<file path="config.mk">
export PLATFORM = sky130hd
export DESIGN_NAME = popcount_accumulator
export DESIGN_NICKNAME = d
export VERILOG_FILES = /design/src/rtl/popcount_accumulator.sv
export SDC_FILE = /design/constraint.sdc
export NUM_CORES = 1
export LEC_CHECK = 0
export CAP_MARGIN = 30
export CORE_ASPECT_RATIO = 0.6
export CORE_MARGIN = 2
export CORE_UTILIZATION = 59
export CTS_BUF_LIST = sky130_fd_sc_hd__clkbuf_4
export DETAILED_ROUTE_END_ITERATION = 12
export HOLD_SLACK_MARGIN = 0.08
export PLACE_DENSITY = 0.9
export SLEW_MARGIN = 40
export SYNTH_ARGS = -nofsm -noshare
export SYNTH_HDL_FRONTEND = slang
export SYNTH_SLANG_ARGS = --single-unit
</file>
<file path="constraint.sdc">
create_clock -name clk -period 3.15 [get_ports clk]
set_input_delay 0.4725 -clock clk [delete_from_list [all_inputs] [get_ports clk]]
set_output_delay 0.4725 -clock clk [all_outputs]
set_load 0.01 [all_outputs]
</file>
<file path="src/rtl/popcount_accumulator.sv">
// popcount_accumulator
// Sums WORDS consecutive per-word popcounts into a frame total, compares the
// total against THRESH (binarized-neuron fire) and presents the result through
// a valid/ready output handshake. Counts above 32 are clamped and flagged.

module popcount_accumulator #(
    parameter int CNT_W  = 6,
    parameter int WORDS  = 8,
    parameter int ACC_W  = 9,
    parameter int THRESH = 128
) (
    input  logic             clk,
    input  logic             rst_n,
    input  logic             clear,
    input  logic             in_valid,
    output logic             in_ready,
    input  logic [CNT_W-1:0] in_count,
    output logic             out_valid,
    input  logic             out_ready,
    output logic [ACC_W-1:0] out_sum,
    output logic             out_fire,
    output logic             err_sat
);

    // Word counter only needs to reach WORDS-1; the final accept wraps it to 0.
    localparam int              WC_W      = (WORDS > 1) ? $clog2(WORDS) : 1;
    localparam logic [WC_W-1:0] LAST_WORD = WC_W'(WORDS - 1);
    localparam logic [ACC_W:0]  THRESH_V  = (ACC_W + 1)'(THRESH);
    localparam logic [31:0]     MAX_COUNT = 32'd32;

    typedef enum logic {
        ACCUM = 1'b0,
        HOLD  = 1'b1
    } state_t;

    state_t            r_state;
    logic [ACC_W-1:0]  r_acc;
    logic [WC_W-1:0]   r_word_cnt;
    logic              r_out_valid;
    logic [ACC_W-1:0]  r_out_sum;
    logic              r_out_fire;
    logic              r_err_sat;

    logic [31:0]       w_in_ext;
    logic              w_over;
    logic [ACC_W-1:0]  w_clamped;
    logic [ACC_W:0]    w_sum_wide;
    logic              w_fire;

    // Clamp the incoming count and form the running sum one bit wider than
    // the accumulator so the no-overflow property can be checked.
    always_comb begin
        w_in_ext   = 32'(in_count);
        w_over     = (w_in_ext > MAX_COUNT);
        w_clamped  = w_over ? ACC_W'(MAX_COUNT) : ACC_W'(w_in_ext);
        w_sum_wide = {1'b0, r_acc} + {1'b0, w_clamped};
        w_fire     = (w_sum_wide >= THRESH_V);
    end

    // clear has to block the input in the same cycle, so in_ready is the
    // state decode gated by clear rather than a pure register.
    assign in_ready  = (r_state == ACCUM) && !clear;
    assign out_valid = r_out_valid;
    assign out_sum   = r_out_sum;
    assign out_fire  = r_out_fire;
    assign err_sat   = r_err_sat;

    // Frame FSM: accumulate WORDS counts, then hold the result until taken.
    always_ff @(posedge clk or negedge rst_n) begin
        if (!rst_n) begin
            r_state     <= ACCUM;
            r_acc       <= '0;
            r_word_cnt  <= '0;
            r_out_valid <= 1'b0;
            r_out_sum   <= '0;
            r_out_fire  <= 1'b0;
            r_err_sat   <= 1'b0;
        end else if (clear) begin
            // err_sat and the last out_sum/out_fire survive a frame abort.
            r_state     <= ACCUM;
            r_acc       <= '0;
            r_word_cnt  <= '0;
            r_out_valid <= 1'b0;
        end else begin
            case (r_state)
                ACCUM: begin
                    if (in_valid) begin
                        assert (w_sum_wide[ACC_W] == 1'b0)
                            else $error("popcount_accumulator: accumulator overflow");
                        if (w_over) begin
                            r_err_sat <= 1'b1;
                        end
                        if (r_word_cnt == LAST_WORD) begin
                            r_out_sum   <= w_sum_wide[ACC_W-1:0];
                            r_out_fire  <= w_fire;
                            r_acc       <= '0;
                            r_word_cnt  <= '0;
                            r_out_valid <= 1'b1;
                            r_state     <= HOLD;
                        end else begin
                            r_acc      <= w_sum_wide[ACC_W-1:0];
                            r_word_cnt <= r_word_cnt + 1'b1;
                        end
                    end
                end
                HOLD: begin
                    if (out_ready) begin
                        r_out_valid <= 1'b0;
                        r_state     <= ACCUM;
                    end
                end
                default: begin
                    r_state     <= ACCUM;
                    r_out_valid <= 1'b0;
                end
            endcase
        end
    end

endmodule

</file>
## Word level (Yosys, flattened, before mapping)

Cells that the tools add are included.

| storage, ports and cells | value |
|---|---|
| bits in registers | 25 |
| logic and storage cells | 44 |

| operators by class | value |
|---|---|
| add/subtract/negate cells | 2 |
| order comparisons | 2 |
| equal/unequal tests | 5 |
| multiplexer cells | 19 |
| bitwise gates (word level) | 2 |
| reductions and logical operators | 7 |

Operators with widths:

| kind | number |
|---|---|
| 9-bit two-way mux | 4 |
| 3-bit two-way mux | 4 |
| 9-bit by 6-bit adder with 10-bit output | 1 |
| 10-bit by 8-bit >= comparator with 1-bit output, second input constant | 1 |
| 1-bit two-way mux | 8 |
| 4-bit AND reduction | 2 |
| 6-bit > comparator, second input constant | 1 |
| 6-bit two-way mux | 1 |
| 3-bit inequality test, second input constant | 2 |
| 1-bit one-hot mux with 2 select lines | 2 |
| 3-bit by 1-bit adder with 3-bit output, second input constant | 1 |
| 3-bit == test, second input constant | 1 |
| 3-bit by 2-bit inequality test with 1-bit output, second input constant | 1 |
| 3-bit AND reduction | 1 |
| 2-bit inequality test, second input constant | 1 |
| 1-bit NOT | 2 |
| 2-bit AND reduction | 1 |
| 2-bit nonzero test | 1 |
| 1-bit logical AND | 1 |
| 1-bit logical NOT | 1 |

## Longest topological paths before layout

Gate-level depths: netlist of the first run.

| depth | value |
|---|---|
| depth in word-level cells | 7 |
| gate-level depth with buffers | 7 |
| mapped depth without buffers | 7 |

## Worst setup path before layout of the first run

OpenSTA, ideal clock, no wires.

| timing path | value |
|---|---|
| path type | input-to-reg |
| start point | input in_count[0] |
| end point | register r_acc[6] |
| arrival time | 2022 ps |
| required time | 3055 ps |
| setup slack | 1032 ps |
| stages on the path | 7 |
| buffers on the path | 0 |
| cells stage by stage | nor2b_1 > ha_1 > fa_1 > a211o_1 > a2111oi_0 > o31ai_1 > o31ai_1 |

| between the ends | value |
|---|---|
| cells in the longest elaborated chain, start to end | 7 |

RTL lines:

| item | RTL line | source |
|---|---|---|
| start: declaration | 17 | `input logic [CNT_W-1:0] in_count,` |
| 6-bit > comparator | 54 | `w_over = (w_in_ext > MAX_COUNT);` |
| 6-bit two-way mux * | 55 | `w_clamped = w_over ? ACC_W'(MAX_COUNT) : ACC_W'(w_in_ext);` |
| 9-bit by 6-bit adder with 10-bit output * | 56 | `w_sum_wide = {1'b0, r_acc} + {1'b0, w_clamped};` |
| 9-bit two-way mux * | 93 | `if (r_word_cnt == LAST_WORD) begin` |
| 9-bit two-way mux * | 87 | `if (in_valid) begin` |
| 9-bit two-way mux * | 85 | `case (r_state)` |
| 9-bit two-way mux * | 78 | `end else if (clear) begin` |
| end signal: assignment | 101 | `r_acc <= w_sum_wide[ACC_W-1:0];` |
| end: declaration | 37 | `logic [ACC_W-1:0] r_acc;` |

Mark *: on every way between the ends. The rest lies on a longest branch, timed or not. The select of a mux whose other input is x is not followed.
A chain may end at the register's enable or synchronous reset.

## Final worst setup path of the first run

| timing path | value |
|---|---|
| start point | input in_count[5] |
| end point | register r_acc[6] |

The elaborated chain is that of the path after synthesis.

==> results.tsv, run 1 <==
metric	value	unit
outcome	finished, final reports clean	
die_width	69.0	um
cpPeakStageDelay	0.61	ns
swShare	27.7	%
async_flop_share	100	%
worst-path-stages	8	
dieArea	2970	um2
tns	0	ns
cp_data_arrival_time	2.94	ns
drive_gt1_share	8.29	%
r2r_start	r_word_cnt[0]$_DFFE_PN0P_	
final-max-slew-violation-count	0	
path_cells	clkdlybuf4s50_1 -> nor2b_1 -> ha_1 -> fa_1 -> a211o_1 -> a2111oi_0 -> o31ai_1 -> o31ai_1	
holdWs	0.485	ns
num_rows	14	
power_frac_comb	18.4	%
critical_path.startpoint	in_count[5]	
power.switching	0.168	mW
path_common_cell	o31ai_1	
cts_buffers	3	
critPathSlowestCell	clkdlybuf4s50_1	
vias_per_cell	6.16	
cp.required	3.39	ns
syn_nets	177	
path_buf_inv	1	
synth_cell_types	46	
clk_latency	0.33	ns
max_freq	0.371	GHz
skew	0.00871	ns
hpwl	2600	um
crit_family	compound AO/OA/AOI/OAI gates	
path_clk_slew	0.14	ns
setup.worst_path.start_class	primary input	
period_share	85.5	%
power_leakage	0.799	nW
synth-seq-area-share	41.8	%
holdBufCountCts	0	
vdd_drop_max	0.278	mV
regArea	626	um2
place_ws	0.197	ns
internal-power	0.437	mW
drv_cap	0	
critPathMaxFanout	7	
path_class	primary input to flop	
rsz0062_at_grt	false	
root_buffer	clkbuf_4	
setup_viol	0	
ctsHtreeMaxLevel	1	
area_delta_synth_final	18.2	%
netlist_area	1500	um2
synthFlopType	dfrtp_1	
grt_util_all_layers	27.0	%
antenna_found_initial	0	
yosysWarnings	0	
syn_inst	157	
place.gp.congestion	1.03	
route.detailed.drc	0	
grt_max_degree	26	
start_util	61.0	%
clock_power_share	25.5	%
clock_sinks	25	
ys_ff_latch	25	
portBuffers	23	
routed_wl	3410	um
coreArea	2450	um2
cts_resized	0	
syn_area_per_cell	9.52	um2
grt_pass1_wl	5720	um
end_kind	flop	
cts_setup_buffers	0	
drt_pass1_iterations	5	
p_seq_share	56.0	%
reg2reg_setup_slack	0.71	ns
drt_iter0_drc	96	
grt_pass1_vias	1246	
die_height	43.0	um
min_path_type	primary input to asynchronous set/reset pin	
maxSlewHeadroom	48.1	%
worst_pin_slew	0.759	ns
multi_input_area	811	um2
drtAntennaViolNets	0	
cts_tree	built	
hold_viol	0	
fillers	180	
powerDensity	342	nW/um2
wl_per_cell	16.0	um
reg2regPathDepth	6	
clockBufferDepth	2	
worst_slack	0.456	ns
ios	24	
grt_overflow	0	
via_count	1312	
diodes	0	
final.min_clock_period	2.69	ns
fin_nets	202	
synth-edff-count	0	
[synth_stat cells (2+ instances only)]
cell type	count	share of area, %
nor3_1	6	2.0
a31o_2	2	1.2
nand2_1	23	5.8
inv_1	2	0.50
a21oi_1	8	2.7
ha_1	8	6.7
nor4bb_1	2	1.3
nor2b_1	7	2.9
nor2_1	5	1.3
and3_2	2	1.0
xor2_1	3	1.8
xnor2_1	2	1.2
a22o_1	2	1.2
o21a_1	2	1.0
o21ai_0	17	5.7
or4_1	2	1.0
o22ai_1	2	0.84
a2111oi_0	3	1.8
a21o_1	2	1.0
a211o_1	2	1.2
nand2b_1	2	0.84
or3_1	2	0.84
clkbuf_8	2	1.8
dfrtp_1	25	42
clkbuf_1	2	0.50
o31ai_1	2	1.0
[worst register-to-register path, cell delays in order, from the launching register on]
cell and delay, ns:
dfrtp_1 0.43, ha_1 0.21, ha_1 0.22, or4b_1 0.69
a2111oi_0 0.58, o31ai_1 0.15, o31ai_1 0.09
[flip-flops by register name (all words and copies together), names as in the netlist]
signal	flops
out_sum	9
err_sat	1
r_word_cnt	3
out_fire	1
r_acc	9
out_valid	1
r_state	1
[path summary, 6_finish.rpt]
path	end
min reg2reg	err_sat$_DFFE_PN0P_
max	r_acc[6]$_DFFE_PN0P_
min	r_word_cnt[2]$_DFFE_PN0P_
max in group asynchronous	out_sum[5]$_DFFE_PN0P_
max reg2reg	r_acc[6]$_DFFE_PN0P_
min in group clk	err_sat$_DFFE_PN0P_
[power by group through the flow]
stage               logic (mW)  clock network [mW]  registers (mW)
floorplan               0.0736                   0           0.343
global placement         0.104                   0           0.344
detailed placement       0.109                   0           0.344
CTS                      0.110               0.160           0.338
global route             0.123               0.173           0.340
finish                   0.111               0.154           0.338
[metrics by stage]
| step | total power, mW | util (%) | cells | area, um2 |
|---|---|---|---|---|
| 4_1_cts | 0.608 | 72.0 | 213 | 1770 |
| 5_1_grt | 0.635 | 72.0 | 213 | 1770 |
| 3_5_place_dp | 0.453 | 70.8 | 209 | 1740 |
| 3_3_place_gp | 0.447 | 70.8 | 209 | 1740 |
| 6_report | 0.604 | 72.0 | 213 | 1770 |
| 2_1_floorplan | 0.416 | - | 157 | 1500 |
[logic make-up after synthesis]
family / count (synthesis) / share of synthesized area (%)
XOR/XNOR: 5 / 2.93
AO/OA/AOI/OAI: 49 / 21.2
flip-flops: 25 / 41.8
AND/OR/NAND/NOR: 60 / 21.4
buffers and inverters: 8 / 3.93
multiplexers: 1 / 0.669
adder cells (fa/ha/maj): 9 / 8.03
[cell type report]
type | count | area share (%)
repair buffers | 26 | 14.3
multi-input cells | 124 | 45.9
well taps | 32 | 2.27
flip-flops and latches | 25 | 35.4
clock buffers | 4 | 1.70
inverters | 2 | 0.425
[placed cells by master (no fill, tap or decap), types with 3 or more instances in the layout]
| master | n |
|---|---|
| nor2b_1 | 7 |
| buf_4 | 3 |
| a21oi_1 | 8 |
| nor2_1 | 5 |
| ha_1 | 8 |
| nor3_1 | 6 |
| a2111oi_0 | 3 |
| dfrtp_1 | 25 |
| xor2_1 | 3 |
| clkbuf_4 | 4 |
| o21ai_0 | 17 |
| clkdlybuf4s50_1 | 23 |
| nand2_1 | 23 |
[metal layers]
metal	wire length [um]	track usage, %	vias to the layer above
met5	0	0	-
met4	29	8.63	0
met3	191	8.22	6
met2	1590	40.4	48
met1	1590	37.5	633
li1	-	-	625
Power figures use the tool's default switching activity.
==> run 2, diff against run 1 <==
--- a/config.mk
+++ b/config.mk
@@ -12,6 +12,7 @@
 export CTS_BUF_LIST = sky130_fd_sc_hd__clkbuf_4
 export DETAILED_ROUTE_END_ITERATION = 12
 export HOLD_SLACK_MARGIN = 0.08
+export MAX_ROUTING_LAYER = met4
 export PLACE_DENSITY = 0.9
 export SLEW_MARGIN = 40
 export SYNTH_ARGS = -nofsm -noshare
==> run 2 against run 1 <==
Compared with the run above:
- combinational power barely moved
- register-to-register slack improved by 0.16 ns
- core utilization rose by 0.31 points
- maximum frequency rose by 3.4%
- largest power group unchanged
==> results.tsv, run 2 (synthesis results as in run 1) <==
metric	value	unit
clk_latency	0.32	ns
wl_per_cell	16.2	um
holdBufCountCts	0	
die_width	69.0	um
area_delta_synth_final	18.7	%
clock_sinks	25	
coreArea	2450	um2
setup.worst_path.start_class	primary input	
r2r_start	r_word_cnt[0]$_DFFE_PN0P_	
drt_pass1_iterations	4	
place.gp.congestion	0.904	
reg2reg_setup_slack	0.87	ns
path_class	primary input to flop	
diodes	0	
final.min_clock_period	2.61	ns
holdWs	0.483	ns
drv_cap	0	
cp.required	3.40	ns
clockBufferDepth	2	
setup_viol	0	
ios	24	
skew	0.00215	ns
dp.cells	210	
worst_pin_slew	0.468	ns
vdd_drop_max	0.271	mV
cp_data_arrival_time	2.86	ns
hpwl	2620	um
grt_pass1_vias	1222	
ctsHtreeMaxLevel	1	
final-max-slew-violation-count	0	
worst_slack	0.544	ns
hold-path-endpoint	err_sat$_DFFE_PN0P_	
grt_pass1_wl	5900	um
fin_nets	203	
min_path_type	flop to flop	
drtAntennaViolNets	0	
end_kind	flop	
cts_setup_buffers	0	
powerDensity	342	nW/um2
cts_resized	0	
maxSlewHeadroom	68.0	%
via_count	1275	
hold_viol	0	
cts_tree	built	
route.detailed.drc	0	
reg2regPathDepth	6	
drive_gt1_share	8.79	%
p_total	0.607	mW
path_clk_slew	0.13	ns
tns	0	ns
critPathMaxFanout	7	
outcome	finished, final reports clean	
start_util	61.0	%
rr_endpoint	r_acc[6]$_DFFE_PN0P_	
final_common_cell	dfrtp_1	
power_leakage	0.803	nW
cts_buffers	3	
final_cell_count_no_fill	214	
die_height	43.0	um
grt_util_all_layers	28.3	%
worstHoldPathCells	1	
grt_overflow	0	
fin_util	72.3	%
hold_path.startpoint	err_sat$_DFFE_PN0P_	
period_share	82.7	%
num_rows	14	
drt_iter0_drc	107	
most-common-layout-cells	25 x dfrtp_1, 23 x nand2_1, 23 x clkdlybuf4s50_1	
grt_max_degree	26	
vias_per_cell	5.96	
root_buffer	clkbuf_4	
antenna_found_initial	0	
place_ws	0.241	ns
routed_wl	3470	um
rsz0062_at_grt	false	
placed_area	1740	um2
dieArea	2970	um2
max_freq	0.384	GHz
postLayoutCellArea	1770	um2
portBuffers	23	
==> run 2: worst max-delay path, stage by stage <==
cell and delay (ns):
clkdlybuf4s50_1 0.62, nor2b_1 0.10, ha_1 0.24, fa_1 0.44, a211o_1 0.32, a21oi_1 0.33, o21ai_0 0.15, a2bb2oi_1 0.18
==> run 2: final cells by class <==
type                    count  area [um2]
well taps                  32        40.0
clock buffers               4        30.0
multi-input cells         124         811
flip-flops and latches     25         626
repair buffers             27         260
inverters                   2        7.51
fillers                   187         678
==> run 2: how the worst max path moves through the flow <==
| stage | startpoint | end | slack [ns] | depth (start not counted) |
|---|---|---|---|---|
| floorplan | in_count[0] | r_acc[6]$_DFFE_PN0P_ | 1.03 | 7 |
| global placement | in_count[5] | r_acc[6]$_DFFE_PN0P_ | 0.39 | 8 |
| detailed placement | in_count[5] | r_acc[8]$_DFFE_PN0P_ | 0.24 | 8 |
| CTS | in_count[5] | r_acc[8]$_DFFE_PN0P_ | 0.58 | 8 |
| global route | in_count[5] | r_acc[8]$_DFFE_PN0P_ | 0.45 | 8 |
| finish | in_count[5] | r_acc[8]$_DFFE_PN0P_ | 0.54 | 8 |
==> run 2: layer usage <==
layer / GRT usage, % / vias to the layer above / part of all wire [%]
li1: - / 626 / -
met3: 5.57 / 4 / 6.6
met2: 43.5 / 38 / 47
met1: 39.3 / 607 / 45
met5: - / - / 0
met4: 5.88 / 0 / 0.55
==> run 2: where the power goes <==
group          switching (mW)  total (mW)  internal, mW
Combinational          0.0648       0.114        0.0489
Sequential            0.00762       0.338         0.330
Clock                  0.0970       0.155        0.0583
Total                   0.169       0.607         0.438
==> run 3, diff against run 2 <==
--- a/config.mk
+++ b/config.mk
@@ -8,12 +8,12 @@
 export CAP_MARGIN = 30
 export CORE_ASPECT_RATIO = 0.6
 export CORE_MARGIN = 2
-export CORE_UTILIZATION = 59
+export CORE_UTILIZATION = 50
 export CTS_BUF_LIST = sky130_fd_sc_hd__clkbuf_4
 export DETAILED_ROUTE_END_ITERATION = 12
 export HOLD_SLACK_MARGIN = 0.08
 export MAX_ROUTING_LAYER = met4
-export PLACE_DENSITY = 0.9
+export PLACE_DENSITY = 0.81
 export SLEW_MARGIN = 40
 export SYNTH_ARGS = -nofsm -noshare
 export SYNTH_HDL_FRONTEND = slang
==> constraint.sdc (replaced) <==
create_clock -name clk -period 2.33 [get_ports clk]
set_input_delay 0.3495 -clock clk [delete_from_list [all_inputs] [get_ports clk]]
set_output_delay 0.3495 -clock clk [all_outputs]
set_load 0.01 [all_outputs]
==> run 3 against run 2 <==
Compared with the run above:
- sequential share of layout area decreased by 3.4 points
- combinational power is 70% higher
- non-clock buffer count up 21
- first-iteration DRC count up 4.7%
==> results.tsv, run 3 (synthesis results as in run 1) <==
metric	value	unit
drt_iter0_drc	112	
tns	0	ns
num_rows	15	
placed_area	1910	um2
postLayoutCellArea	1960	um2
routed-wl-met2	1710	um
drv_cap	0	
start_util	52.4	%
power_leakage	0.923	nW
routed_wl	3830	um
drt_pass1_iterations	4	
wl_met3	308	um
die_width	74.6	um
path_common_cell	ha_1	
path_buf_inv	0	
fillers	252	
period_share	94.7	%
ios	24	
die_height	46.4	um
maxSlewHeadroom	67.8	%
powerDensity	437	nW/um2
clock_sinks	25	
worst_pin_slew	0.480	ns
hold_viol	0	
path_clk_slew	0.15	ns
grt_util_all_layers	25.0	%
max_freq	0.453	GHz
m1WireLength	1780	um
end_kind	flop	
cts_buffers	3	
path_class	flop to flop	
root_buffer	clkbuf_4	
vdd_drop_max	0.229	mV
path_cells	ha_1 -> ha_1 -> or4b_1 -> or4_1 -> o21ai_1	
min_path_type	primary input to asynchronous set/reset pin	
route.detailed.drc	0	
cp.required	2.60	ns
critPathMaxFanout	4	
drtAntennaViolNets	0	
highest_layer	met4	
drive_gt1_share	19.7	%
cpPeakStageDelay	0.63	ns
clockBufferDepth	2	
grt_pass1_vias	1300	
dieArea	3460	um2
vias_per_cell	5.58	
rsz0062_at_grt	false	
coreArea	2850	um2
critical_path.startpoint	r_word_cnt[0]$_DFFE_PN0P_	
diodes	0	
cts_setup_buffers	0	
setup.worst_path.start_class	flop	
grt_overflow	0	
crit_family	simple AND/OR/NAND/NOR gates	
antenna_found_initial	0	
cp_data_arrival_time	2.48	ns
r2r_start	r_word_cnt[0]$_DFFE_PN0P_	
cts_tree	built	
ctsHtreeMaxLevel	1	
place.gp.congestion	0.880	
area_delta_synth_final	31.3	%
final-max-slew-violation-count	0	
holdWs	0.357	ns
clk_latency	0.33	ns
grt_max_degree	26	
reg2reg_setup_slack	0.12	ns
grt_pass1_wl	6150	um
wl_per_cell	15.6	um
critPathSlowestCell	or4b_1	
setup_viol	0	
most-common-layout-cells	25 x dfrtp_1, 25 x buf_4, 23 x nand2_1	
via_count	1366	
fin_nets	224	
outcome	finished, final reports clean	
final.min_clock_period	2.21	ns
skew	0.0120	ns
hpwl	2910	um
portBuffers	23	
[run 3: worst register-to-register path: cells and delay by family (launching register included)]
family          cells  cell delay, ns
simple gates        2            1.17
fa+ha+maj           2            0.45
flops               1            0.43
compound gates      1            0.09
[run 3: what timing repair did]
item / CTS / global route
resized for setup: 2 / 5
hold buffers: 0 / 0
endpoints found under the setup margin: 4 / 8
cloned: 0 / 0
[run 3: worst paths after layout]
kind,endpoint,cells after the start
worst min register to register,out_sum[1]$_DFFE_PN0P_,2
worst min-delay path,out_fire$_DFFE_PN0P_,2
worst max-delay path,r_acc[7]$_DFFE_PN0P_,5
max in group asynchronous,out_valid$_DFFE_PN0P_,2
worst max register to register,r_acc[7]$_DFFE_PN0P_,5
min in group clk,out_sum[1]$_DFFE_PN0P_,2
[run 3: stage by stage]
| step | setup WS [ns] | cells | utilization (%) | total power [mW] |
|---|---|---|---|---|
| finish | 0.123 | 245 | 68.8 | 0.857 |
| global route | 0.0395 | 245 | 68.8 | 0.893 |
| CTS | 0.0107 | 245 | 68.2 | 0.855 |
| detailed placement | -0.428 | 241 | 67.1 | 0.652 |
| global placement | -0.362 | 241 | 67.1 | 0.643 |
| floorplan | 0.289 | 157 | - | 0.563 |
[run 3: metal layers]
metal  GRT usage [%]  up-vias
li1                -      665
met1            35.0      633
met2            38.1       64
met3            5.03        4
met4            4.64        0
met5               -        -
[run 3: layout make-up]
class,count,area (um2),area share [%]
multi-input combinational,124,830,42.3
timing repair buffer,48,420,21.4
tap,42,52.6,2.68
clock buffer,3,22.5,1.15
inverter,2,7.51,0.382
sequential,25,626,31.9
clock inverter,1,5.00,0.255
[run 3: report_power, final]
group	switching (mW)	internal, mW
sequential	0.0111	0.447
clock	0.141	0.0644
combinational	0.0985	0.0957
total	0.250	0.607
==> patch 1, RTL diff (flow settings as in run 1) <==
`ACC_W`: 9 -> 18.
--- a/src/rtl/popcount_accumulator.sv
+++ b/src/rtl/popcount_accumulator.sv
@@ -6,7 +6,7 @@
 module popcount_accumulator #(
     parameter int CNT_W  = 6,
     parameter int WORDS  = 8,
-    parameter int ACC_W  = 9,
+    parameter int ACC_W  = 18,
     parameter int THRESH = 128
 ) (
     input  logic             clk,
Ports: changed (resized out_sum); port bits go from 24 to 33. The function was not compared with the original's and may differ.
==> patch 1 against run 1 <==
- register-to-register slack worse by 80 ps
- total power increased by 71%
- sequential cell count rose by 18
- design area increased by 65%
- worst hold slack got worse by 410 ps
- maximum frequency fell by 8.8%
- global-route usage is 1.3 points lower
- synthesized cell count rose by 69%
- routed wire length is 57% higher
- worst setup slack lost 260 ps
- synthesized area rose by 64%
- critical path type unchanged
==> patch 1: results (changes against run 1) <==
stage	metric	value	unit	change
run_status	status	finished clean		
route	WL/cell	15.2	microns	-4.8%
global_route	vias in the first global route	1908		+53%
finish	share of layout cells above drive strength 1	0.106		+0.0234
place	IO buf count	32		+39%
finish	Layout Nets	321		+59%
clock_tree	htree depth	2		+1
critical_path	path depth of the worst reg2reg path	10		+4
power_and_ir_drop	leak pwr	1.23	nW	+54%
route	Vias	2033		+55%
critical_path	reg-to-reg critical path endpoint	out_fire$_DFFE_PN0P_		
global_route	Global Route Usage Sum	0.257		-0.0126
place	DP Cell Count	344		+65%
power_and_ir_drop	worst vdd ir	0.000225	V	-19%
critical_path	CP Max Fanout	8		+1
yosys	Commonest cells post-synth	dfrtp_1, nand2_1, o21ai_1, o21ai_0, nor2_1		
critical_path	Worst Path Arrival	3250	ps	+310 ps
power_and_ir_drop	Switch Pwr	254	uW	+52%
critical_path	FF-to-FF Start	r_acc[0]$_DFFE_PN0P_		
yosys	Post-Syn Area per Cell	9.23	sq um	-3.1%
place	gpl congestion	0.910		-12%
global_route	first-pass GRT wire length	9160	microns	+60%
sta	Worst Tran Pin Value	799	ps	+40.1 ps
global_route	pin count of the biggest net entering global routing	44		+69%
sta	Final Hold Slack	73.3	ps	-411 ps
yosys	Distinct cells, synth	53		+15%
yosys	Syn Nets	286		+62%
yosys	Synth area leaders	dfrtp_1, nand2_1, o21ai_1		
route	Iter 0 DRT Violations	103		+7.3%
finish	final cell count without fillers	351		+65%
route	first drt pass iteration count	4		-1
sta	Final Skew	12.7	ps	+4.02 ps
place	post-DP HPWL	3810	microns	+47%
clock_tree	clk_lat worst skew	360	ps	+30 ps
-- patch 1: cell types whose count changed after synthesis, moves of 3 or more --
cell	before	now
a2111oi_0	3	0
a31oi_1	1	7
buf_2	0	3
clkbuf_1	2	10
dfrtp_1	25	43
inv_1	2	5
nand2_1	23	42
nand2b_1	2	5
nand3_1	1	5
nor2_1	5	14
o21ai_1	1	24
xnor2_1	2	8
xor2_1	3	8
-- patch 1: layout make-up --
class | instances | area [sq um] | share of cell area
flip-flops and latches | 43 | 1080 | 0.368
clock inverters | 1 | 30.0 | 0.0103
repair buffers | 43 | 400 | 0.137
clock buffers | 6 | 45.0 | 0.0154
inverters | 5 | 18.8 | 0.00642
well taps | 50 | 62.6 | 0.0214
multi-input cells | 203 | 1290 | 0.441
-- patch 1: how the worst min path moves through the flow --
stage,from,to,depth (start not counted)
3_5_place_dp,out_sum[4]$_DFFE_PN0P_,out_sum[4]$_DFFE_PN0P_,2
3_3_place_gp,out_sum[5]$_DFFE_PN0P_,out_sum[5]$_DFFE_PN0P_,2
2_1_floorplan,rst_n,err_sat$_DFFE_PN0P_,0
6_report,rst_n,out_valid$_DFFE_PN0P_,1
4_1_cts,rst_n,out_sum[0]$_DFFE_PN0P_,1
5_1_grt,rst_n,out_sum[0]$_DFFE_PN0P_,1
-- patch 1: cells by family after synthesis --
group                    Yosys count  share of synthesized area
flip-flops                        43                      0.438
buffers and inverters             20                     0.0367
AND/OR/NAND/NOR                   94                      0.194
AO/OA/AOI/OAI                     81                      0.212
adder cells (fa/ha/maj)            9                     0.0489
XOR/XNOR                          16                     0.0571
multiplexers                       3                     0.0127
-- patch 1: worst max-delay path, stage by stage --
cell	delay (ps)
clkdlybuf4s50_1	510
nor2b_1	180
ha_1	190
inv_1	60
fa_1	400
nand2b_1	180
a21o_1	270
a211oi_2	380
buf_4	190
nor3_1	40
a31oi_1	210
o32a_1	180
-- patch 1: power groups by stage --
stage                     Clock [mW]  Combinational [mW]  Sequential, mW
final                          0.345               0.120           0.569
after global routing           0.370               0.135           0.570
after CTS                      0.352               0.121           0.568
after detailed placement           0               0.120           0.579
after global placement             0               0.117           0.579
after floorplan                    0              0.0752           0.577
-- patch 1: through the flow --
stage	cell area, sq um	setup TNS [ps]	power, mW	worst slack (ps)
final	2920	0	1.03	195
after global routing	2920	0	1.08	10.4
after CTS	2920	0	1.04	211
after detailed placement	2850	-411	0.699	-147
after global placement	2840	0	0.696	14.5
after floorplan	2450	0	0.652	616
-- patch 1: metal layers --
| metal | global-route usage | vias to the layer above | part of all wire |
|---|---|---|---|
| li1 | - | 1008 | - |
| met5 | 0 | - | 0 |
| met4 | 0.0513 | 0 | 0.0052 |
| met2 | 0.378 | 57 | 0.41 |
| met1 | 0.373 | 962 | 0.52 |
| met3 | 0.0859 | 6 | 0.065 |
==> patch 2, RTL diff (flow settings as in run 1) <==
Made on the original files. Make the reset (`rst_n`) synchronous in one clocked block.
--- a/src/rtl/popcount_accumulator.sv
+++ b/src/rtl/popcount_accumulator.sv
@@ -66,7 +66,7 @@
     assign err_sat   = r_err_sat;
 
     // Frame FSM: accumulate WORDS counts, then hold the result until taken.
-    always_ff @(posedge clk or negedge rst_n) begin
+    always_ff @(posedge clk) begin
         if (!rst_n) begin
             r_state     <= ACCUM;
             r_acc       <= '0;
Formal check against the unedited RTL: differs if rst_n is asserted again (counterexample within 4 cycles, from zero or initial values and one cycle with rst_n low); with rst_n held inactive, the same outputs for 4 cycles.
==> patch 2 against run 1 <==
- final cell count is 1.9% lower
- total power fell by 11%
- maximum frequency increased by 12%
- synthesized area shrank 11%
- worst setup slack improved by 280 ps
- design area decreased by 8.9%
- worst hold slack worse by 6.6 ps
- clock power decreased by 5%
- die area down 10%
- via count is 8.5% lower
- combinational power down 35%
- routed wire length is 15% lower
- sequential cell count did not move
- critical endpoint is now r_acc[6]$_SDFFE_PP0P_
- largest cell class unchanged
==> patch 2: results (changes against run 1) <==
stage	metric	value	unit	change
global_route	first-pass GRT wire length	4680	microns	-18%
critical_path	path depth of the worst reg2reg path	5		-1
route	first drt pass iteration count	4		-1
run_status	status	finished clean		
yosys	fraction of the mapped netlist area in adder cells	0.0901		+0.00981
critical_path	FF-to-FF Start	r_word_cnt[0]$_SDFFE_PP0P_		
finish	Layout Nets	200		-0.99%
yosys	asr flop ratio synth	0		-1.00
critical_path	crit path to	r_acc[6]$_SDFFE_PP0P_		
place	Placement Setup Slack	413	ps	+216 ps
sta	relative slew slack	0.576		+0.0952
route	vias per cell	5.74		-6.8%
critical_path	reg-to-reg critical path endpoint	out_sum[6]$_SDFFE_PN0P_		
global_route	pin count of the biggest net entering global routing	21		-19%
finish	share of layout cells above drive strength 1	0.0782		-0.00466
yosys	Synth Area in XOR/XNOR	0.0394		+0.0101
finish	Fillers	153		-15%
global_route	Global Route Usage Sum	0.241		-0.0289
yosys	Synth area leaders	dfxtp_1, ha_1, a21oi_1		
power_and_ir_drop	leak pwr	0.603	nW	-24%
place	gpl congestion	0.918		-11%
yosys	Synth Area in Compound Gates	0.217		+0.00519
yosys	Syn Nets	178		+0.56%
global_route	vias in the first global route	1004		-19%
min_path	Min-Delay Path Class	reg2reg		
sta	fmax	415	MHz	+12%
finish	final cell count without fillers	209		-1.9%
route	Iter 0 DRT Violations	99		+3.1%
critical_path	R2R Setup Slk	1060	ps	+350 ps
power_and_ir_drop	worst vdd ir	0.000177	V	-36%
power_and_ir_drop	P_int	402	uW	-7.9%
sta	Final Skew	4.74	ps	-3.97 ps
place	post-DP HPWL	2250	microns	-13%
yosys	Post-Syn Area per Cell	8.43	sq um	-11%
yosys	Distinct cells, synth	39		-15%
critical_path	Worst Path Arrival	2670	ps	-270 ps
yosys	register area share after synthesis	0.376		-0.0428
yosys	Commonest cells post-synth	dfxtp_1, a21oi_1, nand2_1, nor2_1, o21ai_0		
[patch 2: power by group through the flow]
stage,logic [mW],registers [mW],clock network [mW]
floorplan,0.0431,0.329,0
global placement,0.0689,0.329,0
detailed placement,0.0708,0.329,0
CTS,0.0714,0.323,0.151
global route,0.0783,0.323,0.163
finish,0.0718,0.323,0.146
[patch 2: critical path, cell delays in order]
cell and delay, ps:
clkdlybuf4s50_1 600, nor2b_1 80, ha_1 230, fa_1 450, a211oi_2 320, o21ai_4 120, a21oi_1 130, o21ai_0 90
a21oi_1 180
[patch 2: through the flow]
stage / cell area, sq um / hold WS, ps
final: 1610 / 478
after global routing: 1610 / 504
after CTS: 1610 / 474
after detailed placement: 1580 / 456
after global placement: 1580 / 448
after floorplan: 1330 / 429
[patch 2: metal layers]
layer | wire (microns) | GRT usage | part of all wire | up-vias
met5 | 0 | 0 | 0 | -
met4 | 15 | 0.0417 | 0.0052 | 0
met3 | 299 | 0.0577 | 0.10 | 2
met2 | 1290 | 0.418 | 0.45 | 57
met1 | 1280 | 0.319 | 0.44 | 540
li1 | - | - | - | 601
[patch 2: worst min-delay path by stage]
stage	from	endpoint	slack, ps	cells past startpoint
floorplan	r_acc[5]$_SDFFE_PP0P_	r_acc[5]$_SDFFE_PP0P_	430	2
global placement	r_word_cnt[2]$_SDFFE_PP0P_	r_word_cnt[2]$_SDFFE_PP0P_	450	2
detailed placement	r_word_cnt[2]$_SDFFE_PP0P_	r_word_cnt[2]$_SDFFE_PP0P_	460	2
CTS	r_word_cnt[2]$_SDFFE_PP0P_	r_word_cnt[2]$_SDFFE_PP0P_	470	2
global route	r_word_cnt[2]$_SDFFE_PP0P_	r_word_cnt[2]$_SDFFE_PP0P_	500	2
finish	r_word_cnt[2]$_SDFFE_PP0P_	r_word_cnt[2]$_SDFFE_PP0P_	480	2
[patch 2: cell families (layout without fill, tap and decap cells)]
kind of cell / after synthesis / after routing
AO/OA/AOI/OAI: 45 / 45
flip-flops: 25 / 25
buffers and inverters: 9 / 30
multiplexers: 1 / 1
XOR/XNOR: 6 / 6
AND/OR/NAND/NOR: 63 / 63
adder cells (fa/ha/maj): 9 / 9
[patch 2: area by class of cell]
| type | count | area, sq um | area share |
|---|---|---|---|
| Inverter | 2 | 7.51 | 0.00467 |
| Clock buffer | 3 | 22.5 | 0.0140 |
| Sequential cell | 25 | 500 | 0.311 |
| Clock inverter | 1 | 7.51 | 0.00467 |
| Multi-Input combinational cell | 124 | 796 | 0.495 |
| Tap cell | 30 | 37.5 | 0.0233 |
| Timing Repair Buffer | 24 | 238 | 0.148 |
